**config.mk**
```make
export PLATFORM = sky130hd
export DESIGN_NAME = frac_clk_en_gen_flat
export DESIGN_NICKNAME = d
export VERILOG_FILES = /design/src/rtl/frac_clk_en_gen_pkg.sv /design/src/rtl/frac_clk_en_gen_if.sv /design/src/rtl/frac_clk_en_gen_ch.sv /design/src/rtl/frac_clk_en_gen.sv /design/src/flat_wrapper.sv
export SDC_FILE = /design/constraint.sdc
export NUM_CORES = 1
export LEC_CHECK = 0
export ABC_AREA = 1
export BUFFER_PORTS_ARGS = -buffer_cell sky130_fd_sc_hd__buf_4
export CAP_MARGIN = 20
export CELL_PAD_IN_SITES_DETAIL_PLACEMENT = 1
export CELL_PAD_IN_SITES_GLOBAL_PLACEMENT = 2
export CORE_ASPECT_RATIO = 1.1
export CORE_MARGIN = 2
export CORE_UTILIZATION = 31
export DETAILED_ROUTE_END_ITERATION = 7
export MAX_ROUTING_LAYER = met4
export PLACE_DENSITY = 0.87
export SLEW_MARGIN = 20
export SYNTH_ARGS = -nofsm -noshare
export SYNTH_HDL_FRONTEND = slang
export SYNTH_SLANG_ARGS = --single-unit
```
**constraint.sdc**
```tcl
create_clock -name clk -period 3.1 [get_ports clk]
set_input_delay 0.155 -clock clk [delete_from_list [all_inputs] [get_ports clk]]
set_output_delay 0.155 -clock clk [all_outputs]
set_load 0.01 [all_outputs]
```
**src/rtl/frac_clk_en_gen_pkg.sv**
```systemverilog
// Shared types for the fractional clock-enable generator.
// Lock FSM encoding, default widths and config validity rule.
package frac_clk_pkg;

  localparam int ACC_W_DEF = 16;

  typedef enum logic {
    ST_SETTLE = 1'b0,
    ST_LOCKED = 1'b1
  } lock_st_e;

  // A ratio is usable when both terms are nonzero and inc <= mod.
  function automatic logic cfg_is_valid(
    input logic [31:0] inc,
    input logic [31:0] mod
  );
    return (inc != 32'd0) && (mod != 32'd0) && (inc <= mod);
  endfunction

endpackage

```
**src/rtl/frac_clk_en_gen_if.sv**
```systemverilog
// Run-time ratio configuration port.
// The master drives requests; the slave answers ready/err.
interface frac_clk_en_gen_if #(
  parameter int ACC_W = 16
);

  logic             cfg_valid;
  logic             cfg_ready;
  logic [2:0]       cfg_ch;
  logic [ACC_W-1:0] cfg_inc;
  logic [ACC_W-1:0] cfg_mod;
  logic             cfg_err;

  modport master (
    output cfg_valid, cfg_ch, cfg_inc, cfg_mod,
    input  cfg_ready, cfg_err
  );

  modport slave (
    input  cfg_valid, cfg_ch, cfg_inc, cfg_mod,
    output cfg_ready, cfg_err
  );

endinterface

```
**src/rtl/frac_clk_en_gen_ch.sv**
```systemverilog
// One fractional channel: phase accumulator plus
// registered enable strobe and toggle output.
module frac_clk_ch
  import frac_clk_pkg::*;
#(
  parameter int ACC_W   = ACC_W_DEF,
  parameter int DEF_INC = 1,
  parameter int DEF_MOD = 2
) (
  input  logic             clk,
  input  logic             rst,
  input  logic             i_load,
  input  logic [ACC_W-1:0] i_inc,
  input  logic [ACC_W-1:0] i_mod,
  input  logic             i_gate,
  output logic             o_ce,
  output logic             o_sq
);

  logic [ACC_W-1:0] r_acc;
  logic [ACC_W-1:0] r_inc;
  logic [ACC_W-1:0] r_mod;
  logic             r_ce;
  logic             r_sq;

  logic [ACC_W:0]   w_sum;
  logic             w_hit;
  logic [ACC_W-1:0] w_nxt;

  // Extra sum bit keeps inc==mod==max from wrapping.
  assign w_sum = {1'b0, r_acc} + {1'b0, r_inc};
  assign w_hit = (w_sum >= {1'b0, r_mod});
  assign w_nxt = w_hit ? ACC_W'(w_sum - {1'b0, r_mod})
                       : ACC_W'(w_sum);

  always_ff @(posedge clk) begin
    if (rst) begin
      r_acc <= '0;
      r_inc <= ACC_W'(DEF_INC);
      r_mod <= ACC_W'(DEF_MOD);
      r_ce  <= 1'b0;
      r_sq  <= 1'b0;
    end else begin
      r_ce <= ~i_gate & w_hit;
      r_sq <= i_gate ? 1'b0 : (r_sq ^ w_hit);
      if (i_load) begin
        r_acc <= '0;
        r_inc <= i_inc;
        r_mod <= i_mod;
      end else begin
        r_acc <= w_nxt;
      end
    end
  end

  assign o_ce = r_ce;
  assign o_sq = r_sq;

endmodule

```
**src/rtl/frac_clk_en_gen.sv**
```systemverilog
// Multi-channel fractional clock-enable generator:
// lock FSM, config decode and NUM_CH accumulator channels.
module frac_clk_en_gen
  import frac_clk_pkg::*;
#(
  parameter int NUM_CH      = 2,
  parameter int ACC_W       = ACC_W_DEF,
  parameter int LOCK_CYCLES = 1024,
  parameter int DEF_INC     = 1,
  parameter int DEF_MOD     = 2,
  parameter int GATE_UNLOCK = 1
) (
  input  logic              clk,
  input  logic              rst,
  frac_clk_en_gen_if.slave  cfg,
  output logic [NUM_CH-1:0] ce,
  output logic [NUM_CH-1:0] sq,
  output logic              locked
);

  localparam int CNT_W = $clog2(LOCK_CYCLES);

  lock_st_e         r_st;
  logic [CNT_W-1:0] r_cnt;
  logic             r_locked;
  logic             r_arm;
  logic             r_ready;
  logic             r_err;

  logic              w_xfer;
  logic              w_ch_ok;
  logic              w_ok;
  logic              w_acc;
  logic              w_rej;
  logic              w_gate;
  logic [NUM_CH-1:0] w_load;

  assign w_xfer  = cfg.cfg_valid & r_ready;
  assign w_ch_ok = ({29'd0, cfg.cfg_ch} < 32'(NUM_CH));
  assign w_ok    = w_ch_ok &
                   cfg_is_valid(32'(cfg.cfg_inc),
                                32'(cfg.cfg_mod));
  assign w_acc   = w_xfer & w_ok;
  assign w_rej   = w_xfer & ~w_ok;
  assign w_gate  = (GATE_UNLOCK != 0) & ~r_locked;

  // Ready comes up two cycles after reset release.
  always_ff @(posedge clk) begin
    if (rst) begin
      r_arm   <= 1'b0;
      r_ready <= 1'b0;
      r_err   <= 1'b0;
    end else begin
      r_arm   <= 1'b1;
      r_ready <= r_arm;
      r_err   <= w_rej;
    end
  end

  always_ff @(posedge clk) begin
    if (rst) begin
      r_st     <= ST_SETTLE;
      r_cnt    <= '0;
      r_locked <= 1'b0;
    end else if (w_acc) begin
      r_st     <= ST_SETTLE;
      r_cnt    <= '0;
      r_locked <= 1'b0;
    end else begin
      unique case (r_st)
        ST_SETTLE: begin
          if (r_cnt == CNT_W'(LOCK_CYCLES - 1)) begin
            r_st     <= ST_LOCKED;
            r_locked <= 1'b1;
          end else begin
            r_cnt <= r_cnt + CNT_W'(1);
          end
        end
        ST_LOCKED: begin
          r_locked <= 1'b1;
        end
        default: begin
          r_st     <= ST_SETTLE;
          r_cnt    <= '0;
          r_locked <= 1'b0;
        end
      endcase
    end
  end

  generate
    for (genvar g = 0; g < NUM_CH; g++) begin : g_ch
      assign w_load[g] = w_acc & (cfg.cfg_ch == 3'(g));

      frac_clk_ch #(
        .ACC_W   (ACC_W),
        .DEF_INC (DEF_INC),
        .DEF_MOD (DEF_MOD)
      ) u_ch (
        .clk    (clk),
        .rst    (rst),
        .i_load (w_load[g]),
        .i_inc  (cfg.cfg_inc),
        .i_mod  (cfg.cfg_mod),
        .i_gate (w_gate),
        .o_ce   (ce[g]),
        .o_sq   (sq[g])
      );
    end
  endgenerate

  assign cfg.cfg_ready = r_ready;
  assign cfg.cfg_err   = r_err;
  assign locked        = r_locked;

endmodule

```
**src/flat_wrapper.sv**
```systemverilog
// flat-port wrapper written by rule: the top's interface ports become plain ports
module frac_clk_en_gen_flat import frac_clk_pkg::*;
#(
  parameter int NUM_CH      = 2,
  parameter int ACC_W       = ACC_W_DEF,
  parameter int LOCK_CYCLES = 1024,
  parameter int DEF_INC     = 1,
  parameter int DEF_MOD     = 2,
  parameter int GATE_UNLOCK = 1
)
  (clk, rst, ce, sq, locked, cfg_cfg_valid, cfg_cfg_ch, cfg_cfg_inc, cfg_cfg_mod, cfg_cfg_ready, cfg_cfg_err);
  frac_clk_en_gen_if #(.ACC_W(ACC_W)) cfg_i ();
  input  logic clk;
  input  logic rst;
  output logic [NUM_CH-1:0] ce;
  output logic [NUM_CH-1:0] sq;
  output logic locked;
  input wire logic [$bits(cfg_i.cfg_valid)-1:0] cfg_cfg_valid;
  input wire logic [$bits(cfg_i.cfg_ch)-1:0] cfg_cfg_ch;
  input wire logic [$bits(cfg_i.cfg_inc)-1:0] cfg_cfg_inc;
  input wire logic [$bits(cfg_i.cfg_mod)-1:0] cfg_cfg_mod;
  output wire logic [$bits(cfg_i.cfg_ready)-1:0] cfg_cfg_ready;
  output wire logic [$bits(cfg_i.cfg_err)-1:0] cfg_cfg_err;
  assign cfg_i.cfg_valid = cfg_cfg_valid;
  assign cfg_i.cfg_ch = cfg_cfg_ch;
  assign cfg_i.cfg_inc = cfg_cfg_inc;
  assign cfg_i.cfg_mod = cfg_cfg_mod;
  assign cfg_cfg_ready = cfg_i.cfg_ready;
  assign cfg_cfg_err = cfg_i.cfg_err;
  frac_clk_en_gen #(.NUM_CH(NUM_CH), .ACC_W(ACC_W), .LOCK_CYCLES(LOCK_CYCLES), .DEF_INC(DEF_INC), .DEF_MOD(DEF_MOD), .GATE_UNLOCK(GATE_UNLOCK)) u_core (.clk(clk), .rst(rst), .cfg(cfg_i), .ce(ce), .sq(sq), .locked(locked));
endmodule
```
* After elaboration in Yosys (flattened, before gate mapping)
Index checks and enable logic that the tools add are counted.
** Storage, ports and cells
- Logic and storage cells :: 59
- Flip-flop bits (word level) :: 115
- Bits of input ports :: 38
- Output and inout bits :: 7
** Cells by class
- Mux-type cells :: 7
- Add/subtract/negate cells :: 5
- Reductions and logical operators :: 10
- Equality and inequality tests :: 3
- Magnitude comparators :: 4
- Bitwise gates (word level) :: 14
** Operators by type and width (count)
- adder 16 x 16 -> 17 bit :: 2
- >= comparator 17 x 16 -> 1 bit :: 2
- 2-to-1 mux 16 bit :: 2
- nonzero test 16 bit :: 2
- subtractor 16 bit :: 2
- less-or-equal comparator 16 bit :: 1
- adder 10 x 1 -> 10 bit (second input constant) :: 1
- equality test 10 bit (second input constant) :: 1
- AND 1 bit :: 8
- OR reduction 2 bit :: 4
- 2-to-1 mux 1 bit :: 4
- NOT 1 bit :: 4
- equality test 3 x 1 -> 1 bit (second input constant) :: 1
- logical NOT 3 bit :: 1
- < comparator 3 x 2 -> 1 bit (second input constant) :: 1
- logical AND 1 bit :: 2
- inequality test 2 x 1 -> 1 bit (second input constant) :: 1
- case mux 1 bit (2 select lines) :: 1
- AND reduction 2 bit :: 1
- XOR 1 bit :: 2

* Logic depth before layout (Yosys ltp)
- Depth after elaboration :: 7
- Mapped depth :: 22
- Depth with buffers taken out :: 22

* Cells and area by module
A second synthesis with hierarchy kept.
** Unflattened totals
- Cell total of the unflattened synthesis :: 1427
- Area total of the unflattened synthesis :: 8899.8 µm²
** By module, submodules not included
- frac_clk_ch :: cells each 619, area each 3818.7 µm², sequential area each 1001.0 µm², times used 2
- frac_clk_en_gen :: cells each 189, area each 1262.5 µm², sequential area each 300.3 µm², times used 1

* Least setup slack after synthesis
Ideal clock, no wire load.
- Path kind :: reg-to-reg
- Start :: register u_core.g_ch[0].u_ch.r_acc[0]
- End :: register u_core.g_ch[0].u_ch.r_acc[8]
- Clock period less this slack :: 2.846 ns
- Path slack :: 0.254 ns
- Library setup time :: 0.118 ns
- Arrival time :: 2.727 ns
- Data required time :: 2.982 ns
- Path buffers :: 1
- Stages on the path, launching flop included :: 21
- Cell sequence :: dfxtp_1 -> ha_1 -> fa_1 -> nand3_2 -> nand2_2 -> nand3_1 -> nand2_1 -> nand2_1 -> nand2_1 -> nand2_1 -> nand2_1 -> ha_1 -> a21oi_1 -> o21ai_1 -> a21oi_1 -> nand2_1 -> nand2_4 -> nand2_4 -> buf_12 -> nand2_2 -> a21oi_2
** On the way
- Word-level cells in the longest chain between the ends :: 3
- Elaborated cells between the ends (all ways) :: 4
- Classes of those cells :: 2 x add/sub; 1 x order compare; 1 x mux
** RTL lines
- start: declaration :: line frac_clk_en_gen_ch.sv:20 : logic [ACC_W-1:0] r_acc;
- start signal: assignment :: line frac_clk_en_gen_ch.sv:51 : r_acc <= w_nxt;
- adder 16 x 16 -> 17 bit * :: line frac_clk_en_gen_ch.sv:31 : assign w_sum = {1'b0, r_acc} + {1'b0, r_inc};
- subtractor 16 bit or >= comparator 17 x 16 -> 1 bit (tied branches) :: line frac_clk_en_gen_ch.sv:33, frac_clk_en_gen_ch.sv:32
- 2-to-1 mux 16 bit * :: line frac_clk_en_gen_ch.sv:33 : assign w_nxt = w_hit ? ACC_W'(w_sum - {1'b0, r_mod})
Every way passes the cells marked *; elsewhere a longest branch is shown, timed or not.
A chain may end at the register's enable or synchronous reset.

* Final worst setup path
- Start :: register u_core.g_ch[0].u_ch.r_inc[0]
- End :: register u_core.g_ch[0].u_ch.r_acc[1]
** On the way
- Word-level cells in the longest chain between the ends :: 3
- Elaborated cells between the ends (all ways) :: 4
- Classes of those cells :: 2 x add/sub; 1 x order compare; 1 x mux
** RTL lines
- start: declaration :: line frac_clk_en_gen_ch.sv:21 : logic [ACC_W-1:0] r_inc;
- start signal: assignment :: line frac_clk_en_gen_ch.sv:39 : r_inc <= ACC_W'(DEF_INC);
- start signal: assignment :: line frac_clk_en_gen_ch.sv:48 : r_inc <= i_inc;
- adder 16 x 16 -> 17 bit * :: line frac_clk_en_gen_ch.sv:31
- subtractor 16 bit or >= comparator 17 x 16 -> 1 bit (tied branches) :: line frac_clk_en_gen_ch.sv:33, frac_clk_en_gen_ch.sv:32
- 2-to-1 mux 16 bit * :: line frac_clk_en_gen_ch.sv:33
Marks and branches as above.

==> results.sh <==
export IMPL_status="complete, but fails checks"
export IMPL_violations="negative setup slack"
export IMPL_clk_pin_slew_ns=0.06
export IMPL_cp_max_fo=8
export IMPL_synth_avg_cell_area_um2=6.53
export IMPL_power_density_nw_per_um2=857
export IMPL_fp_row_count=63
export IMPL_wl_um=29600
export IMPL_clk_latency_ns=0.43
export IMPL_start_util=0.315
export IMPL_grt_max_degree=64
export IMPL_nets=1523
export IMPL_synth_seq_cells=115
export IMPL_critPathKind="flip-flop to flip-flop"
export IMPL_power_share_sequential=0.181
export IMPL_place_congestion=0.853
export IMPL_hold_class="input pin to flip-flop"
export IMPL_n_antenna_cell=0
export IMPL_hold_ws_ns=0.00285
export IMPL_fmax_mhz=316
export IMPL_hold_start="cfg_cfg_mod[7]"
export IMPL_synth_top_family_by_area="simple AND/OR/NAND/NOR gates"
export IMPL_die_area_um2=28600
export IMPL_timing_final_crit_share=1.02
export IMPL_cp_arrival_ns=3.45
export IMPL_syn_nets=1418
export IMPL_dieWidth_um=162
export IMPL_grt_pass1_wl_um=43200
export IMPL_clock_sinks=115
export IMPL_drt_pass1_iter_count=4
export IMPL_synth_compound_area_frac=0.102
export IMPL_yosysUniqueCellTypes=43
export IMPL_cap_viol_max_count=0
export IMPL_hold_viol_final=0
export IMPL_wl_per_cell_um=16.7
export IMPL_cts_tree="yes"
export IMPL_numCtsBuffers=17
export IMPL_routed_via_density=4.83
export IMPL_tightest_slew_ns=0.597
export IMPL_pwr_share_clk=0.227
export IMPL_setup_tns_ns=-0.707
export IMPL_irDropWorstVdd_mv=0.439
export IMPL_drv_slew=0
export IMPL_grt_pass1_vias=8619
export IMPL_final_cells=1770
export IMPL_setup_slack_ns=-0.0608
export IMPL_drcViolationCount=0
export IMPL_synth_xor_area_share=0.0435
export IMPL_place_ws_ns=-0.114
export IMPL_worstReg2RegStart="u_core.g_ch[0].u_ch.r_inc[0]$_SDFFE_PP1P_"
export IMPL_switchingPower_mw=4.24
export IMPL_p_comb_frac=0.592
export IMPL_grt_ovfl_total=0
export IMPL_min_period_ns=3.16
export IMPL_cp_end_kind="flip-flop"
export IMPL_synth_fa_ha_area_frac=0.129
export IMPL_num_io_pins=45
export IMPL_dp_cells=1706
export IMPL_p_leak_nw=5.53
export IMPL_worstPathRequired_ns=3.39
export IMPL_num_vias=8557
export IMPL_yosys_area_share_simple=0.357
export IMPL_setup_viol=17
export IMPL_root_buffer="clkbuf_16"
export IMPL_htreeDepth=4
export IMPL_maxSlewHeadroom=0.602
export IMPL_clock_path_buffers=2
export IMPL_grt_usage=0.196
export IMPL_nFillCells=3336
export IMPL_ys_seq_area_frac=0.272
export IMPL_rsz0062_at_grt="true"
export IMPL_chipHeight_um=177
export IMPL_drt_initial_drc_count=318
export IMPL_core_um2=26900
export IMPL_syn_area_um2=8460
export IMPL_ys_warn_count=0
export IMPL_cp_startpoint="u_core.g_ch[0].u_ch.r_inc[0]$_SDFFE_PP1P_"
export IMPL_grt_antenna_before_repair=0
export IMPL_portBuffers=44
export IMPL_syn_inst=1295
export IMPL_drtAntennaViolNets=0
export IMPL_p_int_mw=5.36
export IMPL_synth_mux_area_frac=0
export IMPL_worst_clock_skew_ns=0.0111
export IMPL_drive_gt1_frac=0.234
export IMPL_crit_path_start_kind="flip-flop"
export IMPL_area_growth_pct=32.4
export IMPL_dp_hpwl_um=21100
export IMPL_swShare=0.442
[final timing paths]
path | end | slack, ns | cells after the start
worst max-delay path | u_core.g_ch[0].u_ch.r_acc[1]$_SDFF_PP0_ | -0.06 | 22
worst min-delay path | u_core.g_ch[0].u_ch.r_mod[7]$_SDFFE_PP0P_ | 0.003 | 3
worst max register to register | u_core.g_ch[0].u_ch.r_acc[1]$_SDFF_PP0_ | -0.06 | 22
worst min register to register | u_core.cfg.cfg_ready$_SDFF_PP0_ | 0.41 | 2
[registers in the layout, summed over array words and instances (netlist names), 2 cells and up]
register,flops
u_core.r_cnt,10
u_core.g_ch.u_ch.o_sq,2
u_core.g_ch.u_ch.r_acc,32
u_core.g_ch.u_ch.r_mod,32
u_core.g_ch.u_ch.o_ce,2
u_core.g_ch.u_ch.r_inc,32
[cells by family (layout without fill, tap and decap cells)]
| family | Yosys count | after routing |
|---|---|---|
| AO/OA/AOI/OAI | 151 | 151 |
| adder cells (fa/ha/maj) | 85 | 85 |
| flip-flops | 115 | 115 |
| AND/OR/NAND/NOR | 710 | 714 |
| buffers and inverters | 192 | 306 |
| XOR/XNOR | 42 | 42 |
[timing repair]
| item | CTS | global route |
|---|---|---|
| endpoints found under the setup margin | 30 | 36 |
| hold buffers | 9 | 0 |
| setup buffers | 0 | 16 |
| cloned | 0 | 8 |
| resized for setup | 19 | 150 |
| pin swaps | 2 | 58 |
| endpoints found under the hold margin | 12 | 0 |
[per-layer routing]
layer  wire length, um  part of all wire  GRT usage  up-vias
li1                  -                 -          -     4317
met1             11800              0.40      0.215     4072
met2             16200              0.55      0.366      106
met3               568             0.019     0.0230       62
met4              1010             0.034     0.0658        0
met5                 0                 0          -        -
[worst max-delay path: stages (launching register included)]
cell,delay [ns]
dfxtp_2,0.34
ha_4,0.17
fa_2,0.41
nand3_2,0.09
nand2_4,0.07
nand3_2,0.09
nand2_4,0.07
nand2_2,0.08
nand2_1,0.06
nand2_1,0.09
nand2_2,0.10
ha_4,0.32
nand2_4,0.05
inv_2,0.06
nand2_2,0.06
nor3_4,0.22
nand3_2,0.12
nand3_2,0.12
nor2_4,0.06
buf_4,0.14
clkbuf_16,0.16
nand3_2,0.07
a21oi_2,0.06
[synth_stat cells (all sizes together)]
| library cell | number | area, um^2 |
|---|---|---|
| nor4 | 2 | 12.5 |
| xnor2 | 8 | 70.1 |
| o21bai | 3 | 22.5 |
| ha | 81 | 1010 |
| a21oi | 104 | 581 |
| fa | 4 | 80.1 |
| nand3b | 3 | 22.5 |
| o211ai | 1 | 7.51 |
| inv | 159 | 597 |
| nand3 | 95 | 495 |
| a21o | 7 | 52.6 |
| nand4 | 13 | 103 |
| nor3 | 11 | 75.1 |
| buf | 24 | 179 |
| or2 | 1 | 6.26 |
| nor2 | 205 | 795 |
| dfxtp | 115 | 2300 |
| a31oi | 1 | 6.26 |
| nand2 | 377 | 1490 |
| o21ai | 30 | 158 |
| a21boi | 3 | 22.5 |
| clkbuf | 9 | 33.8 |
| xor2 | 34 | 298 |
| and2 | 3 | 18.8 |
| a211oi | 1 | 7.51 |
| a211o | 1 | 8.76 |
[stage by stage]
step / power (mW) / instance area [um^2] / util
floorplan: 4.86 / 8460 / -
global placement: 5.92 / 9360 / 0.348
detailed placement: 6.02 / 9360 / 0.348
CTS: 8.38 / 10200 / 0.379
global route: 10.2 / 11200 / 0.417
finish: 9.60 / 11200 / 0.417
[cell type report]
| class | count | area (um^2) | area share |
|---|---|---|---|
| clock inverter | 15 | 216 | 0.0193 |
| clock buffer | 17 | 425 | 0.0380 |
| tap | 357 | 447 | 0.0399 |
| sequential | 115 | 2310 | 0.206 |
| timing repair buffer | 115 | 1020 | 0.0915 |
| multi-input combinational | 992 | 6180 | 0.552 |
| inverter | 159 | 599 | 0.0535 |
[power groups by stage]
| stage | Clock [mW] | Combinational, mW | Sequential (mW) |
|---|---|---|---|
| global route | 2.28 | 6.21 | 1.75 |
| detailed placement | 0 | 4.29 | 1.74 |
| CTS | 2.20 | 4.47 | 1.71 |
| floorplan | 0 | 3.15 | 1.71 |
| finish | 2.18 | 5.68 | 1.74 |
| global placement | 0 | 4.19 | 1.74 |
[cell usage in the layout (no fill, tap or decap), types with 5 or more instances in the layout]
master | netlist | layout
inv_6 | 0 | 6
dfxtp_2 | 0 | 5
o21ai_0 | 23 | 18
nor2_1 | 201 | 194
nand4_1 | 11 | 11
nor2_2 | 1 | 7
xor2_2 | 0 | 7
a21oi_1 | 90 | 67
a21o_1 | 7 | 7
ha_1 | 81 | 50
xnor2_1 | 8 | 8
o21ai_1 | 5 | 8
buf_4 | 6 | 95
nand2_1 | 354 | 326
a21oi_2 | 13 | 35
inv_1 | 157 | 154
nand2_8 | 0 | 5
xor2_1 | 34 | 27
ha_4 | 0 | 25
nand3_2 | 4 | 23
dfxtp_1 | 115 | 110
nand2_2 | 19 | 43
nand2_4 | 4 | 7
dlygate4sd3_1 | 0 | 9
clkbuf_16 | 0 | 21
ha_2 | 0 | 6
nand3_1 | 91 | 72
nor3_1 | 7 | 6
No activity file was read; power rests on OpenSTA's default activity.
